<file path="config.mk">
export PLATFORM = sky130hd
export DESIGN_NAME = timer_sched
export DESIGN_NICKNAME = d
export VERILOG_FILES = /design/src/rtl/timer_sched.sv
export SDC_FILE = /design/constraint.sdc
export NUM_CORES = 1
export LEC_CHECK = 0
export CORE_ASPECT_RATIO = 2
export CORE_MARGIN = 1
export CORE_UTILIZATION = 44
export DETAILED_ROUTE_END_ITERATION = 7
export GPL_ROUTABILITY_DRIVEN = 0
export PLACE_DENSITY = 0.8
export SYNTH_ARGS = -nofsm -noshare
export SYNTH_HDL_FRONTEND = slang
export SYNTH_SLANG_ARGS = --single-unit
export TNS_END_PERCENT = 20
</file>
<file path="constraint.sdc">
create_clock -name i_clk -period 2.4 [get_ports i_clk]
set_input_delay 0.6 -clock i_clk [delete_from_list [all_inputs] [get_ports i_clk]]
set_output_delay 0.6 -clock i_clk [all_outputs]
set_load 0.01 [all_outputs]
</file>
<file path="src/rtl/timer_sched.sv">
// Round-robin scheduler time-sharing one down-counter among NREQ delay requesters.
// Latency: ack 1 cycle after a sampled request, done D+1 cycles after ack; i_en low freezes the count.
// Backpressure: requests are level-held until ack; at most one delay runs at a time.
module timer_sched #(
    parameter int NREQ  = 4,
    parameter int WIDTH = 16
) (
    input  logic                    i_clk,
    input  logic                    i_rst,
    input  logic                    i_en,
    input  logic [NREQ-1:0]         i_req,
    input  logic [NREQ*WIDTH-1:0]   i_delay,
    output logic [NREQ-1:0]         o_ack,
    output logic [NREQ-1:0]         o_done,
    output logic                    o_busy,
    output logic [$clog2(NREQ)-1:0] o_owner
);
    localparam int PW = $clog2(NREQ);

    typedef enum logic [1:0] {IDLE, COUNT, DONE} state_t;

    state_t           state = IDLE;
    state_t           state_nxt;
    logic [WIDTH-1:0] cnt = '0;
    logic [WIDTH-1:0] cnt_nxt;
    logic [PW-1:0]    ptr = '0;
    logic [PW-1:0]    ptr_nxt;
    logic [PW-1:0]    owner = '0;
    logic [PW-1:0]    owner_nxt;
    logic [NREQ-1:0]  ack = '0;
    logic [NREQ-1:0]  ack_nxt;
    logic [NREQ-1:0]  done = '0;
    logic [NREQ-1:0]  done_nxt;
    logic             busy = 1'b0;
    logic             busy_nxt;

    logic [WIDTH-1:0] dly [NREQ];
    logic [PW-1:0]    win;
    logic             found;
    logic [PW:0]      idx;

    always_comb begin
        for (int i = 0; i < NREQ; i++) begin
            dly[i] = i_delay[i*WIDTH +: WIDTH];
        end
    end

    // First set request at or above ptr, wrapping past NREQ-1 back to 0.
    always_comb begin
        win   = ptr;
        found = 1'b0;
        idx   = '0;
        for (int i = 0; i < NREQ; i++) begin
            idx = {1'b0, ptr} + (PW+1)'(i);
            if (idx >= (PW+1)'(NREQ)) begin
                idx = idx - (PW+1)'(NREQ);
            end
            if (!found && i_req[idx[PW-1:0]]) begin
                found = 1'b1;
                win   = idx[PW-1:0];
            end
        end
    end

    always_comb begin
        state_nxt = state;
        cnt_nxt   = cnt;
        ptr_nxt   = ptr;
        owner_nxt = owner;
        ack_nxt   = '0;
        done_nxt  = '0;
        case (state)
            IDLE: begin
                if (i_en && found) begin
                    cnt_nxt   = dly[win];
                    owner_nxt = win;
                    ack_nxt   = NREQ'(1) << win;
                    state_nxt = COUNT;
                end
            end
            COUNT: begin
                if (i_en) begin
                    if (cnt != '0) begin
                        cnt_nxt = cnt - WIDTH'(1);
                    end else begin
                        done_nxt  = NREQ'(1) << owner;
                        state_nxt = DONE;
                    end
                end
            end
            DONE: begin
                ptr_nxt   = (owner == PW'(NREQ-1)) ? '0 : owner + PW'(1);
                state_nxt = IDLE;
            end
            default: state_nxt = IDLE;
        endcase
        busy_nxt = (state_nxt != IDLE);
    end

    always_ff @(posedge i_clk) begin
        if (i_rst) begin
            state <= IDLE;
            cnt   <= '0;
            ptr   <= '0;
            owner <= '0;
            ack   <= '0;
            done  <= '0;
            busy  <= 1'b0;
        end else begin
            state <= state_nxt;
            cnt   <= cnt_nxt;
            ptr   <= ptr_nxt;
            owner <= owner_nxt;
            ack   <= ack_nxt;
            done  <= done_nxt;
            busy  <= busy_nxt;
        end
    end

    assign o_ack   = ack;
    assign o_done  = done;
    assign o_busy  = busy;
    assign o_owner = owner;
endmodule

</file>
After elaboration in Yosys (flattened, before gate mapping) --
Index checks and enable logic that the tools add are counted.
Storage, ports and cells: word-level logic and storage cells 85, input bits 71, output and inout bits 11, flip-flop bits (word level) 31
Cells by class: bitwise logic cells 5, magnitude comparators 9, muxes and demuxes 32, add/sub/neg operators 9, shift operators 2, reductions and logical operators 15, eq/ne operators 6
Operator list (count):
- two-way mux 16 bit | 5
- binary-select mux 16 bit (select 2 bit) | 1
- case mux 16 bit (2 select lines) | 1
- two-way mux 2 bit | 12
- nonzero test 16 bit | 1
- subtractor 16 x 1 -> 16 bit, second input constant | 1
- >= comparator 3 bit, second input constant | 4
- less-than comparator 2 x 3 -> 1 bit, second input constant | 4
- binary-select mux 1 bit (select 2 bit) | 4
- two-way mux 1 bit | 8
- left shift 1 x 2 -> 4 bit, first input constant | 2
- subtractor 2 x 1 -> 2 bit, second input constant | 4
- adder 2 x 2 -> 3 bit, second input constant | 2
- != test 2 bit, second input constant | 3
- equality test 2 bit, second input constant | 2
- logical AND 1 bit | 4
- NOT 1 bit | 4
- case mux 2 bit (2 select lines) | 1
- AND reduction 4 bit | 1
- nonzero test 2 bit | 2
- OR reduction 4 bit | 1
- adder 2 x 1 -> 3 bit, second input constant | 1
- >= comparator 2 x 3 -> 1 bit, second input constant | 1
- logical NOT 1 bit | 3
- other kinds (6) | 6

Depth between registers and ports, before layout --
depth in word-level cells 20, depth in mapped cells 9, gate-level depth less buffers 9

Least setup slack after synthesis --
Ideal clock, no wire load.
path type input -> register, from in i_req[0], to reg cnt[9], data required time 2.281 ns, cell stages on the path 8, buffers on the path 2, slack 0.166 ns, library setup time 0.119 ns, data arrival time 2.115 ns, path through nor2b_1 or4_1 buf_2 and2_4 buf_6 a2111oi_2 a311oi_1 o221a_1
Between the ends: cells in the longest elaborated chain, start to end 18
RTL lines:
- start, declared | RTL line 11 | input logic [NREQ-1:0] i_req,
- binary-select mux 1 bit (select 2 bit) | RTL line 58 | if (!found && i_req[idx[PW-1:0]]) begin
- two-way mux 1 bit (not written as such) | RTL line 58
- two-way mux 1 bit | RTL line 58
- logical NOT 1 bit | RTL line 58
- logical AND 1 bit | RTL line 58
- two-way mux 1 bit | RTL line 58
- logical NOT 1 bit | RTL line 58
- logical AND 1 bit | RTL line 58
- two-way mux 1 bit | RTL line 58
- logical NOT 1 bit | RTL line 58
- logical AND 1 bit | RTL line 58
- two-way mux 2 bit | RTL line 58
- NOT 2 -> 3 bit (not written as such) | RTL line 75 | cnt_nxt = dly[win];
- binary-select mux 16 bit (select 2 bit) | RTL line 75
- two-way mux 16 bit (not written as such) (2 in a row) | RTL line 75
- two-way mux 16 bit | RTL line 74 | if (i_en && found) begin
- case mux 16 bit (2 select lines) | RTL line 72 | case (state)
- end signal, assigned | RTL line 111 | cnt <= cnt_nxt;
- end, declared | RTL line 24 | logic [WIDTH-1:0] cnt = '0;
Several ways; a longest one is shown, not always the timed one. The select of a mux whose other input is x is not followed. A chain may end at the register's enable or synchronous reset.

Worst setup path in the final report --
from in i_req[3], to reg cnt[1]
The elaborated chain is that of the path after synthesis.

==> results_dict.tcl <==
set metrics [dict create \
    worstMarginPinSlew_ns 0.579 \
    cellPowerDensity_nw_per_um2 536 \
    syn_area_um2 2120 \
    placedInstanceArea_um2 3190 \
    leakagePower_nw 1.32 \
    clockBufferDepth 2 \
    synth_area_leaders "dfxtp_1, mux2i_1, nor2_1" \
    ys_types 58 \
    drv_cap 0 \
    grt_usage_pct 29.3 \
    arrival_ns 2.49 \
    via_per_inst 5.96 \
    numCtsBuffers 5 \
    critPathLaunch "i_req[3]" \
    fin_ws_ns 0.0819 \
    clkTransAtPathRegs_ns 0.07 \
    io_buffers 81 \
    yosys.area_share.simple_pct 22.7 \
    grt_overflow 0 \
    chipWidth_um 51.1 \
    fin_crit_sh_pct 96.6 \
    clock_latency_ns 0.29 \
    hp-start "o_owner[0]" \
    syn_avg_cell_area_um2 8.26 \
    wire_per_inst_um 16.8 \
    ir_drop_mv 0.602 \
    synth_xor_area_share_pct 0.412 \
    synth_compound_area_share_pct 26.0 \
    fin_tns_setup_ns 0 \
    yosysTopAreaCell "dfxtp_1" \
    dpl.hpwl_mm 5.34 \
    grt_max_degree 15 \
    ctsHtreeMaxLevel 2 \
    place_ws_ns -0.425 \
    synth_fa_ha_area_share_pct 1.18 \
    seq_area_frac_synth_pct 29.2 \
    cp_max_fo 6 \
    first_pass_iters 5 \
    drv_slew 0 \
    antennaDiodeCount 0 \
    synth_edf_count 0 \
    core-area_um2 4600 \
    cp_data_required_time_ns 2.57 \
    synth_top_area_share_pct 29.2 \
    fin_skew_ns 0.00311 \
    ys_ff_latch 31 \
    cts_tree "done" \
    synthMuxAreaShare_pct 15.9 \
    synth_ff_type "dfxtp_1" \
    finalInstanceArea_um2 3360 \
    start_kind "input port" \
    fmax_mhz 431 \
    wl_mm 7.04 \
    maxSlewHeadroom_pct 61.3 \
    yosys_warnings 0 \
    rr_startpoint "cnt[1]" \
    rsz0062_at_grt "true" \
    first_global_vias 2575 \
    antenna_found_initial 0 \
    synthArstFlopShare_pct 0 \
    status "completed" \
    clock-sinks 31 \
    initial_core_util_pct 46.2 \
    period_needed_ns 2.32 \
    final_layout_size_suffix_gt1_share_pct 17.3 \
    critPathKind "input port to register" \
    synthCells 257 \
    drtIter0Drc 123 \
    final_nets 437 \
    dieArea_um2 5120 \
    setup_violations 0 \
    ant_nets 0 \
    num_rows 35 \
    postSynthNetCount 330 \
    nFillCells 367 \
    grt_pass1_wl_mm 11.4 \
    cp-end-kind "register" \
    cts_root_buf "clkbuf_8" \
    worstHoldPathType "register to register" \
    seq_area_um2 621 \
    hold_viol 0 \
    syn2layout_area_growth_pct 58.3 \
    synth_common_cells "dfxtp_1, nor2_1, mux2i_1" \
    vias 2502 \
    io_pins 82 \
    synth_top_family_by_area "compound AO/OA/AOI/OAI gates" \
    multi_input_area_um2 1450 \
    drc_errors 0 \
    fp.dieH_um 100 \
]
-- critical path, cell delays in order --
cell and delay (ns):
dlygate4sd2_1 0.30, and3b_1 0.20, or4_4 0.56, buf_4 0.17, and3_1 0.16, a211o_1 0.22, a31oi_1 0.17, a211oi_1 0.10
-- placed cells by master, fill, tap and decap left out, types with 3 or more instances in the layout --
cell type        instances
a211oi_1                 3
a21o_1                   3
a21oi_1                 13
a31oi_1                  4
and3_1                   3
buf_4                   31
clkbuf_8                 6
clkdlybuf4s50_1         77
dfxtp_1                 31
dlygate4sd2_1            3
inv_1                    7
mux2i_1                 30
nand2_1                 11
nand3_1                  6
nand4_1                  4
nor2_1                  30
nor2b_1                  7
nor3_1                   7
nor3b_1                  3
o21ai_0                 11
o21ai_1                  5
o21ai_2                  3
o221ai_1                 5
o22a_1                   6
o31ai_1                  3
o41a_1                   3
-- layer usage --
layer / wire length (um) / track usage [%] / vias to the layer above / part of all wire [%]
met5: 0 / 0 / - / 0
met4: 438 / 19.4 / 0 / 6.2
met3: 482 / 4.55 / 39 / 6.8
met2: 3860 / 55.5 / 153 / 55
met1: 2260 / 27.2 / 1127 / 32
li1: - / - / 1183 / -
-- state kept, by name, indices dropped and copies added (netlist names) --
register	cells
ptr	2
o_ack	4
o_owner	2
o_done	4
state	2
o_busy	1
cnt	16
-- where the power goes --
group,switching (mW),total (mW),internal [mW]
clock,0.205,0.541,0.336
combinational,0.323,0.655,0.332
sequential,0.0480,0.605,0.557
-- through the flow --
step	cells	util [%]	power, mW	hold slack [ns]
2_1_floorplan	257	-	0.949	0.502
3_3_place_gp	410	69.4	1.22	0.515
3_5_place_dp	410	69.4	1.23	0.504
4_1_cts	420	72.8	1.78	0.529
5_1_grt	420	73.1	1.88	0.553
6_report	420	73.1	1.80	0.525
-- cell type report --
type / count / share of cell area (%)
Clock buffer: 6 / 2.46
Clock inverter: 2 / 1.04
Timing Repair Buffer: 114 / 32.2
Inverter: 7 / 0.782
Sequential cell: 31 / 18.5
Multi-Input combinational cell: 205 / 43.0
Tap cell: 55 / 2.05
-- cell families (layout without fill, tap and decap cells) --
family          count (synthesis)  count (layout)
mux                            33              33
simple gates                   91              91
buf+inv                        21             129
xor+xnor                        1               1
flops                          31              31
compound gates                 78              78
fa+ha+maj                       2               2
-- final timing paths --
path,endpoint,slack (ns),depth (start not counted)
worst max-delay path,cnt[1],0.08,8
worst min-delay path,o_done[2],0.52,1
worst max register to register,cnt[2],0.13,7
worst min register to register,o_done[2],0.52,1
-- timing repair --
action | 4_1_cts | 5_1_grt
buffers inserted | 2 | 0
gates resized for setup | 11 | 4
setup endpoints to repair | 16 | 8
pin swaps | 2 | 0
hold buffers | 0 | 0
(Power assumes the default switching activity.)
